--- src/rtl/pattern_sweep_ctrl_if.sv ---
// Handshake and stimulus bundle between the sweep controller and its environment.
interface pattern_sweep_ctrl_if #(
  parameter int unsigned WIDTH = 4
) ();
  logic             start;
  logic             abort;
  logic             dut_out;
  logic             rec_ready;
  logic [WIDTH-1:0] dut_in;
  logic             rec_valid;
  logic [WIDTH-1:0] rec_pattern;
  logic             rec_response;
  logic [WIDTH:0]   ones_count;
  logic             busy;
  logic             done;

  modport master (
    input  start, abort, dut_out, rec_ready,
    output dut_in, rec_valid, rec_pattern, rec_response, ones_count, busy, done
  );

  modport slave (
    output start, abort, dut_out, rec_ready,
    input  dut_in, rec_valid, rec_pattern, rec_response, ones_count, busy, done
  );
endinterface

--- src/rtl/pattern_sweep_ctrl.sv ---
// Exhaustive stimulus sweep: drives every pattern, waits a settle time, samples the
// single-bit response and hands each {pattern, response} record out over valid/ready.
module pattern_sweep_ctrl #(
  parameter int unsigned WIDTH  = 4,
  parameter int unsigned SETTLE = 1
) (
  input logic                  CK,
  input logic                  reset,
  pattern_sweep_ctrl_if.master bus
);

  typedef enum logic [1:0] {StIdle, StSettle, StEmit, StDone} state_e;

  localparam logic [7:0]       SettleLoad = 8'(SETTLE - 1);
  localparam logic [WIDTH-1:0] PatAllOnes = {WIDTH{1'b1}};
  localparam logic [WIDTH:0]   OnesMax    = {1'b1, {WIDTH{1'b0}}};

  state_e           state_q, state_d;
  logic [7:0]       cnt_q, cnt_d;
  logic [WIDTH-1:0] dut_in_q, dut_in_d;
  logic [WIDTH-1:0] pat_q, pat_d;
  logic             resp_q, resp_d;
  logic [WIDTH:0]   ones_q, ones_d;
  logic             busy_q, valid_q, done_q;

  always_comb begin
    state_d  = state_q;
    cnt_d    = cnt_q;
    dut_in_d = dut_in_q;
    pat_d    = pat_q;
    resp_d   = resp_q;
    ones_d   = ones_q;
    unique case (state_q)
      StIdle: begin
        // abort wins over a simultaneous start
        if (bus.start && !bus.abort) begin
          state_d  = StSettle;
          dut_in_d = '0;
          cnt_d    = SettleLoad;
          ones_d   = '0;
        end
      end
      StSettle: begin
        if (bus.abort) begin
          state_d = StIdle;
        end else if (cnt_q == 8'd0) begin
          pat_d   = dut_in_q;
          resp_d  = bus.dut_out;
          state_d = StEmit;
        end else begin
          cnt_d = cnt_q - 8'd1;
        end
      end
      StEmit: begin
        // an abort drops the pending record even if it is accepted this cycle
        if (bus.abort) begin
          state_d = StIdle;
        end else if (bus.rec_ready) begin
          if (resp_q && (ones_q != OnesMax)) begin
            ones_d = ones_q + (WIDTH + 1)'(1);
          end
          if (pat_q == PatAllOnes) begin
            state_d = StDone;
          end else begin
            dut_in_d = dut_in_q + WIDTH'(1);
            cnt_d    = SettleLoad;
            state_d  = StSettle;
          end
        end
      end
      StDone: begin
        state_d = StIdle;
      end
      default: begin
        state_d = StIdle;
      end
    endcase
  end

  always_ff @(posedge CK or negedge reset) begin
    if (!reset) begin
      state_q  <= StIdle;
      cnt_q    <= 8'd0;
      dut_in_q <= '0;
      pat_q    <= '0;
      resp_q   <= 1'b0;
      ones_q   <= '0;
      busy_q   <= 1'b0;
      valid_q  <= 1'b0;
      done_q   <= 1'b0;
    end else begin
      state_q  <= state_d;
      cnt_q    <= cnt_d;
      dut_in_q <= dut_in_d;
      pat_q    <= pat_d;
      resp_q   <= resp_d;
      ones_q   <= ones_d;
      busy_q   <= (state_d != StIdle);
      valid_q  <= (state_d == StEmit);
      done_q   <= (state_d == StDone);
    end
  end

  assign bus.dut_in       = dut_in_q;
  assign bus.rec_valid    = valid_q;
  assign bus.rec_pattern  = pat_q;
  assign bus.rec_response = resp_q;
  assign bus.ones_count   = ones_q;
  assign bus.busy         = busy_q;
  assign bus.done         = done_q;

endmodule

--- src/flat_wrapper.sv ---
// flat-port wrapper written by rule: the top's interface ports become plain ports
module pattern_sweep_ctrl_flat 
#(
  parameter int unsigned WIDTH  = 4,
  parameter int unsigned SETTLE = 1
)
  (CK, reset, bus_start, bus_abort, bus_dut_out, bus_rec_ready, bus_dut_in, bus_rec_valid, bus_rec_pattern, bus_rec_response, bus_ones_count, bus_busy, bus_done);
  pattern_sweep_ctrl_if #(.WIDTH(WIDTH)) bus_i ();
  input logic CK;
  input logic reset;
  input wire logic [$bits(bus_i.start)-1:0] bus_start;
  input wire logic [$bits(bus_i.abort)-1:0] bus_abort;
  input wire logic [$bits(bus_i.dut_out)-1:0] bus_dut_out;
  input wire logic [$bits(bus_i.rec_ready)-1:0] bus_rec_ready;
  output wire logic [$bits(bus_i.dut_in)-1:0] bus_dut_in;
  output wire logic [$bits(bus_i.rec_valid)-1:0] bus_rec_valid;
  output wire logic [$bits(bus_i.rec_pattern)-1:0] bus_rec_pattern;
  output wire logic [$bits(bus_i.rec_response)-1:0] bus_rec_response;
  output wire logic [$bits(bus_i.ones_count)-1:0] bus_ones_count;
  output wire logic [$bits(bus_i.busy)-1:0] bus_busy;
  output wire logic [$bits(bus_i.done)-1:0] bus_done;
  assign bus_i.start = bus_start;
  assign bus_i.abort = bus_abort;
  assign bus_i.dut_out = bus_dut_out;
  assign bus_i.rec_ready = bus_rec_ready;
  assign bus_dut_in = bus_i.dut_in;
  assign bus_rec_valid = bus_i.rec_valid;
  assign bus_rec_pattern = bus_i.rec_pattern;
  assign bus_rec_response = bus_i.rec_response;
  assign bus_ones_count = bus_i.ones_count;
  assign bus_busy = bus_i.busy;
  assign bus_done = bus_i.done;
  pattern_sweep_ctrl #(.WIDTH(WIDTH), .SETTLE(SETTLE)) u_core (.CK(CK), .reset(reset), .bus(bus_i));
endmodule
--- config.mk ---
export PLATFORM = sky130hd
export DESIGN_NAME = pattern_sweep_ctrl_flat
export DESIGN_NICKNAME = d
export VERILOG_FILES = /design/src/rtl/pattern_sweep_ctrl_if.sv /design/src/rtl/pattern_sweep_ctrl.sv /design/src/flat_wrapper.sv
export SDC_FILE = /design/constraint.sdc
export NUM_CORES = 1
export LEC_CHECK = 0
export ABC_AREA = 1
export BUFFER_PORTS_ARGS = -buffer_cell sky130_fd_sc_hd__buf_4
export CAP_MARGIN = 20
export CORE_ASPECT_RATIO = 1.4
export CORE_UTILIZATION = 35
export CTS_BUF_LIST = sky130_fd_sc_hd__clkbuf_4 sky130_fd_sc_hd__clkbuf_8
export CTS_CLUSTER_DIAMETER = 200
export CTS_CLUSTER_SIZE = 10
export DETAILED_ROUTE_END_ITERATION = 16
export SLEW_MARGIN = 20
export SYNTH_ARGS = -nofsm -noshare
export SYNTH_HDL_FRONTEND = slang
export SYNTH_SLANG_ARGS = --single-unit
--- constraint.sdc ---
create_clock -name CK -period 1.5 [get_ports CK]
set_clock_uncertainty 0.1 [all_clocks]
set_input_delay 0.3 -clock CK [delete_from_list [all_inputs] [get_ports CK]]
set_output_delay 0.3 -clock CK [all_outputs]
set_load 0.01 [all_outputs]
# ---- Word level (Yosys, flattened, before mapping)
# Index checks and enable logic that the tools add are counted.
dict set report totals {
  elab_cells 63
  regBits 27
}
dict set report op_classes {
  bitwise 1
  reduce_logical 12
  n_mux 24
  n_addsub 3
  eq_ne 14
}
# op count
set ops {}
lappend ops {{$mux 8} 6}
lappend ops {{$pmux 8 s3} 1}
lappend ops {{$mux 5} 4}
lappend ops {{$mux 4} 4}
lappend ops {{$mux 2} 6}
lappend ops {{$ne 2x2->1 const B} 5}
lappend ops {{$pmux 5 s2} 1}
lappend ops {{$reduce_and 5->1} 2}
lappend ops {{$eq 2x2->1 const B} 4}
lappend ops {{$logic_not 8->1} 1}
lappend ops {{$pmux 2 s4} 1}
lappend ops {{$pmux 4 s2} 1}
lappend ops {{$sub 8x1->8 const B} 1}
lappend ops {{$reduce_and 7->1} 1}
lappend ops {{$add 5x1->5 const B} 1}
lappend ops {{$ne 5x5->1 const B} 1}
lappend ops {{$add 4x1->4 const B} 1}
lappend ops {{$eq 4x4->1 const B} 1}
lappend ops {{$ne 2x1->1 const B} 2}
lappend ops {{$reduce_bool 2->1} 2}
lappend ops {{$reduce_and 3->1} 1}
lappend ops {{$reduce_bool 3->1} 1}
lappend ops {{$eq 2x1->1 const B} 1}
lappend ops {{$logic_and 1x1->1} 2}
lappend ops {{other kinds (3)} 3}

# ---- Logic depth before layout (Yosys ltp)
dict set report depth {
  word_depth 6
  mapped_depth 10
  mapped_depth_nobuf 10
}

# ---- Worst setup path before layout
# No wires, ideal clock.
dict set report synth_path {
  path_type {reg2reg}
  start {register u_core.cnt_q[0]}
  end {register u_core.busy_q (netlist: u_core.bus.busy)}
  n_path_buf 0
  arrival_ns 1.389
  path_slack_ns -0.113
  path_stages_with_launch 9
  path_cell_list {dfrtp_1 -> inv_1 -> ha_1 -> nand2_1 -> nor2_1 -> nand2_1 -> nand2_1 -> o211ai_2 -> or2_1}
}
dict set report synth_between {
  elab_chain_cells 5
}
# element line
set synth_rtl {}
lappend synth_rtl {{from (decl)} pattern_sweep_ctrl.sv:19} ;# logic [7:0] cnt_q, cnt_d;
lappend synth_rtl {{from (signal assigned)} pattern_sweep_ctrl.sv:93} ;# cnt_q <= cnt_d;
lappend synth_rtl {{$logic_not 8->1} pattern_sweep_ctrl.sv:46} ;# end else if (cnt_q == 8'd0) begin
lappend synth_rtl {{$mux 2} pattern_sweep_ctrl.sv:46}
lappend synth_rtl {{$mux 2} pattern_sweep_ctrl.sv:44} ;# if (bus.abort) begin
lappend synth_rtl {{$pmux 2 s4} pattern_sweep_ctrl.sv:33} ;# unique case (state_q)
lappend synth_rtl {{net u_core.state_d[0]} pattern_sweep_ctrl.sv:18} ;# state_e state_q, state_d;
lappend synth_rtl {{$reduce_bool 2->1} pattern_sweep_ctrl.sv:98} ;# busy_q <= (state_d != StIdle);
lappend synth_rtl {{to (signal assigned)} pattern_sweep_ctrl.sv:98}
lappend synth_rtl {{to (decl)} pattern_sweep_ctrl.sv:24} ;# logic busy_q, valid_q, done_q;
# The timed path passes the listed nets, and every way through them passes these cells.
# A chain may end at the register's enable or synchronous reset.

# ---- Worst setup path after layout
dict set report layout_path {
  start {register u_core.cnt_q[1]}
  end {register u_core.busy_q (netlist: u_core.bus.busy)}
}
# Same word-level chain as after synthesis.

==> results.yml <==
run_status:
  status: "complete, no violations"
synth:
  yosysTopAreaCellShare_pct: 41.7
  synth_flop_cell: "dfrtp_1"
  postSynthAreaPerCell_um2: 7.76
  synth_top_area_cell: "dfrtp_1"
  yosysWarnings: 0
  async_reset_ff_share_pct: 100
  syn-num-nets: 219
  synth_area_leaders: "dfrtp_1 42%, nand2_1 15%, inv_1 4.6%, nor2_1 4.2%, nand3_1 4.0%"
  synth_cells: 209
  synth_most_common_cell: "nand2_1"
  ys_ff_latch: 27
  synth_area_mm2: 0.00162
  ys_types: 26
  yosys-top-cells-count: "66 x nand2_1, 27 x dfrtp_1, 20 x inv_1, 18 x nor2_1, 13 x nand3_1"
  ys_seq_area_share_pct: 41.7
  synth-edff-count: 0
grt:
  grt_pass1_vias: 1352
  grt_usage_pct: 15.8
  grt_antenna_before_repair: 0
  grt_max_degree: 28
  grt_pass1_wl_um: 5810
  overflow: 0
hold_path:
  hold_path_class: "in -> reg"
  min_path_cells: 3
  holdPathEnd: "u_core.bus.rec_response$_DFFE_PN0P_"
  hold_path_startpoint: "bus_dut_out"
setup_path:
  crit_chain: "inv_2 > ha_4 > nand2_4 > nor2_4 > nand2_2 > nand2_2 > o211ai_2 > or2_1"
  critical_path_class: "reg -> reg"
  r2r_slack_ns: 0.03
  crit_slowest_cell: "dfrtp_1"
  timing.rr.start: "u_core.cnt_q[1]$_DFFE_PN0P_"
  cpPeakStageDelay_ns: 0.40
  critPathCaptureType: "flop"
  cp_data_required_time_ns: 1.57
  cp-start-kind: "flop"
  cpMostUsedCell: "nand2_2"
  cp_max_fo: 3
  reg2reg_to: "u_core.bus.busy$_DFF_PN0_"
  arrival_ns: 1.54
  reg2regPathDepth: 8
timing:
  rsz0062_at_grt: "yes"
  worst_slew_pin_slew_ns: 0.348
  fin_ws_ns: 0.0286
  slew_viol_final: 0
  fin_crit_sh_pct: 98.1
  min_period_ns: 1.47
  setup_viol: 0
  hold_slack_ns: 0.161
  maxClockFrequency_mhz: 680
  relSlewSlack_pct: 76.8
  hold_viol_final: 0
clock_network:
  cts_tree: "yes"
  clock_latency_ns: 0.28
  clk_transition_reported_paths_ns: 0.09
  numCtsBuffers: 3
  root_buffer: "clkbuf_8"
  clkSinkCount: 27
  cts_buffer_depth: 2
  h-tree-depth: 1
power_and_ir_drop:
  p_total_mw: 3.70
  leakage_nw: 1.09
  powerDensity_mw_per_mm2: 1730
  internal_power_mw: 2.07
  seq_power_share_pct: 29.2
  switching_share_pct: 44.1
  peakVddDrop_v: 0.000790
  p_comb_share_pct: 58.9
  clock_power_share_pct: 11.9
  p_sw_mw: 1.63
layout:
  syn2layout_area_growth_pct: 32.1
  final_nets: 267
  seqCellArea_um2: 678
  fill_cells: 447
  finalNonFillerCells: 316
  post_route_cells_drive_above_1_share_pct: 37.5
  antenna_cells: 0
  multiInputGateArea_um2: 891
drt:
  firstDrtPassIters: 4
  routedWlPerCell_um: 11.1
  ant_nets: 0
  dr_total_vias: 1437
  first_iter_violations: 37
  wirelength_um: 3520
  drc_errors: 0
  routed_via_density: 4.55
floorplan:
  rows: 28
  core_mm2: 0.00434
  die_y_um: 82.5
  dieArea_mm2: 0.00491
  io_pins: 23
  start_util_pct: 37.3
  die_width_um: 59.5
placement:
  place_inst: 307
  port_buffers: 22
  post-dp-hpwl_um: 2650
  place_congestion: 0.831
  dp_slack_ns: -0.0384
job:
  drv_cap: 0
[worst max-delay path by stage]
| stage | startpoint | endpoint | slack [ns] |
|---|---|---|---|
| detailed placement | u_core.cnt_q[0]$_DFFE_PN0P_ | u_core.bus.busy$_DFF_PN0_ | -0.04 |
| global route | u_core.cnt_q[0]$_DFFE_PN0P_ | u_core.bus.busy$_DFF_PN0_ | -0.06 |
| floorplan | u_core.cnt_q[0]$_DFFE_PN0P_ | u_core.bus.busy$_DFF_PN0_ | 0.02 |
| CTS | u_core.cnt_q[1]$_DFFE_PN0P_ | u_core.cnt_q[0]$_DFFE_PN0P_ | 0.001 |
| global placement | u_core.cnt_q[0]$_DFFE_PN0P_ | u_core.bus.busy$_DFF_PN0_ | -0.02 |
| finish | u_core.cnt_q[1]$_DFFE_PN0P_ | u_core.bus.busy$_DFF_PN0_ | 0.03 |
[state kept, by name, summed over array words and instances, names as in the netlist]
| signal | cells |
|---|---|
| u_core.bus.rec_valid | 1 |
| u_core.bus.done | 1 |
| u_core.bus.dut_in | 4 |
| u_core.bus.busy | 1 |
| u_core.bus.rec_response | 1 |
| u_core.bus.ones_count | 5 |
| u_core.state_q | 2 |
| u_core.cnt_q | 8 |
| u_core.bus.rec_pattern | 4 |
[cell usage in the layout (no fill, tap or decap), drive strengths merged]
cell type	n
a21oi	5
buf	44
clkbuf	4
dfrtp	27
dlygate4sd3	1
ha	4
inv	25
nand2	71
nand3	16
nand4	6
nor2	25
nor3	1
o211ai	1
o21ai	16
or2	6
xor2	4
[logic make-up (layout without fill, tap and decap cells)]
group	after synthesis	count (layout)	share of synthesized area, %
AOI/OAI and AO/OA	22	22	8.87
xor gates and xnor gates	4	4	2.16
adders and majority gates	4	4	3.09
buffers and inverters	27	74	7.33
DFF	27	27	41.7
and+or+nand+nor	125	125	36.9
[metrics by stage]
step	area, um2	setup TNS (ns)	util, %
5_1_grt	2140	-0.531	49.3
3_3_place_gp	2000	-0.0159	46.1
4_1_cts	2100	0	48.4
3_5_place_dp	2000	-0.0527	46.1
2_1_floorplan	1640	0	-
6_report	2140	0	49.3
[critical path: cells and delay by family, from the launching register on]
family,cells,cell delay [ns]
AO/OA/AOI/OAI,1,0.08
AND/OR/NAND/NOR,5,0.56
buffers and inverters,1,0.07
adder cells (fa/ha/maj),1,0.15
flip-flops,1,0.40
[power groups by stage]
stage | sequential (mW) | combinational [mW] | clock [mW]
final | 1.08 | 2.18 | 0.441
after global routing | 1.11 | 2.43 | 0.479
after CTS | 1.08 | 2.10 | 0.457
after detailed placement | 1.09 | 1.97 | 0
after global placement | 1.08 | 1.97 | 0
after floorplan | 1.12 | 1.27 | 0
[cell type report]
| class | count | area share, % |
|---|---|---|
| Multi-Input combinational cell | 155 | 41.6 |
| Sequential cell | 27 | 31.7 |
| Timing Repair Buffer | 45 | 16.5 |
| Inverter | 25 | 4.50 |
| Tap cell | 60 | 3.50 |
| Clock buffer | 4 | 2.28 |
[metal layers]
metal | GRT usage, % | up-vias | wire length [um]
li1 | - | 750 | -
met1 | 18.6 | 650 | 1540
met2 | 27.6 | 28 | 1780
met3 | 2.02 | 9 | 103
met4 | 8.14 | 0 | 96
met5 | 0 | - | 0
[repair_timing]
action | in CTS | in global routing
hold buffers | 1 | 0
pin swaps | 5 | 9
endpoints found under the hold margin | 27 | 0
setup buffers | 3 | 1
resized for setup | 7 | 10
endpoints found under the setup margin | 9 | 25
Note: power is estimated with default switching activity, not from simulation.
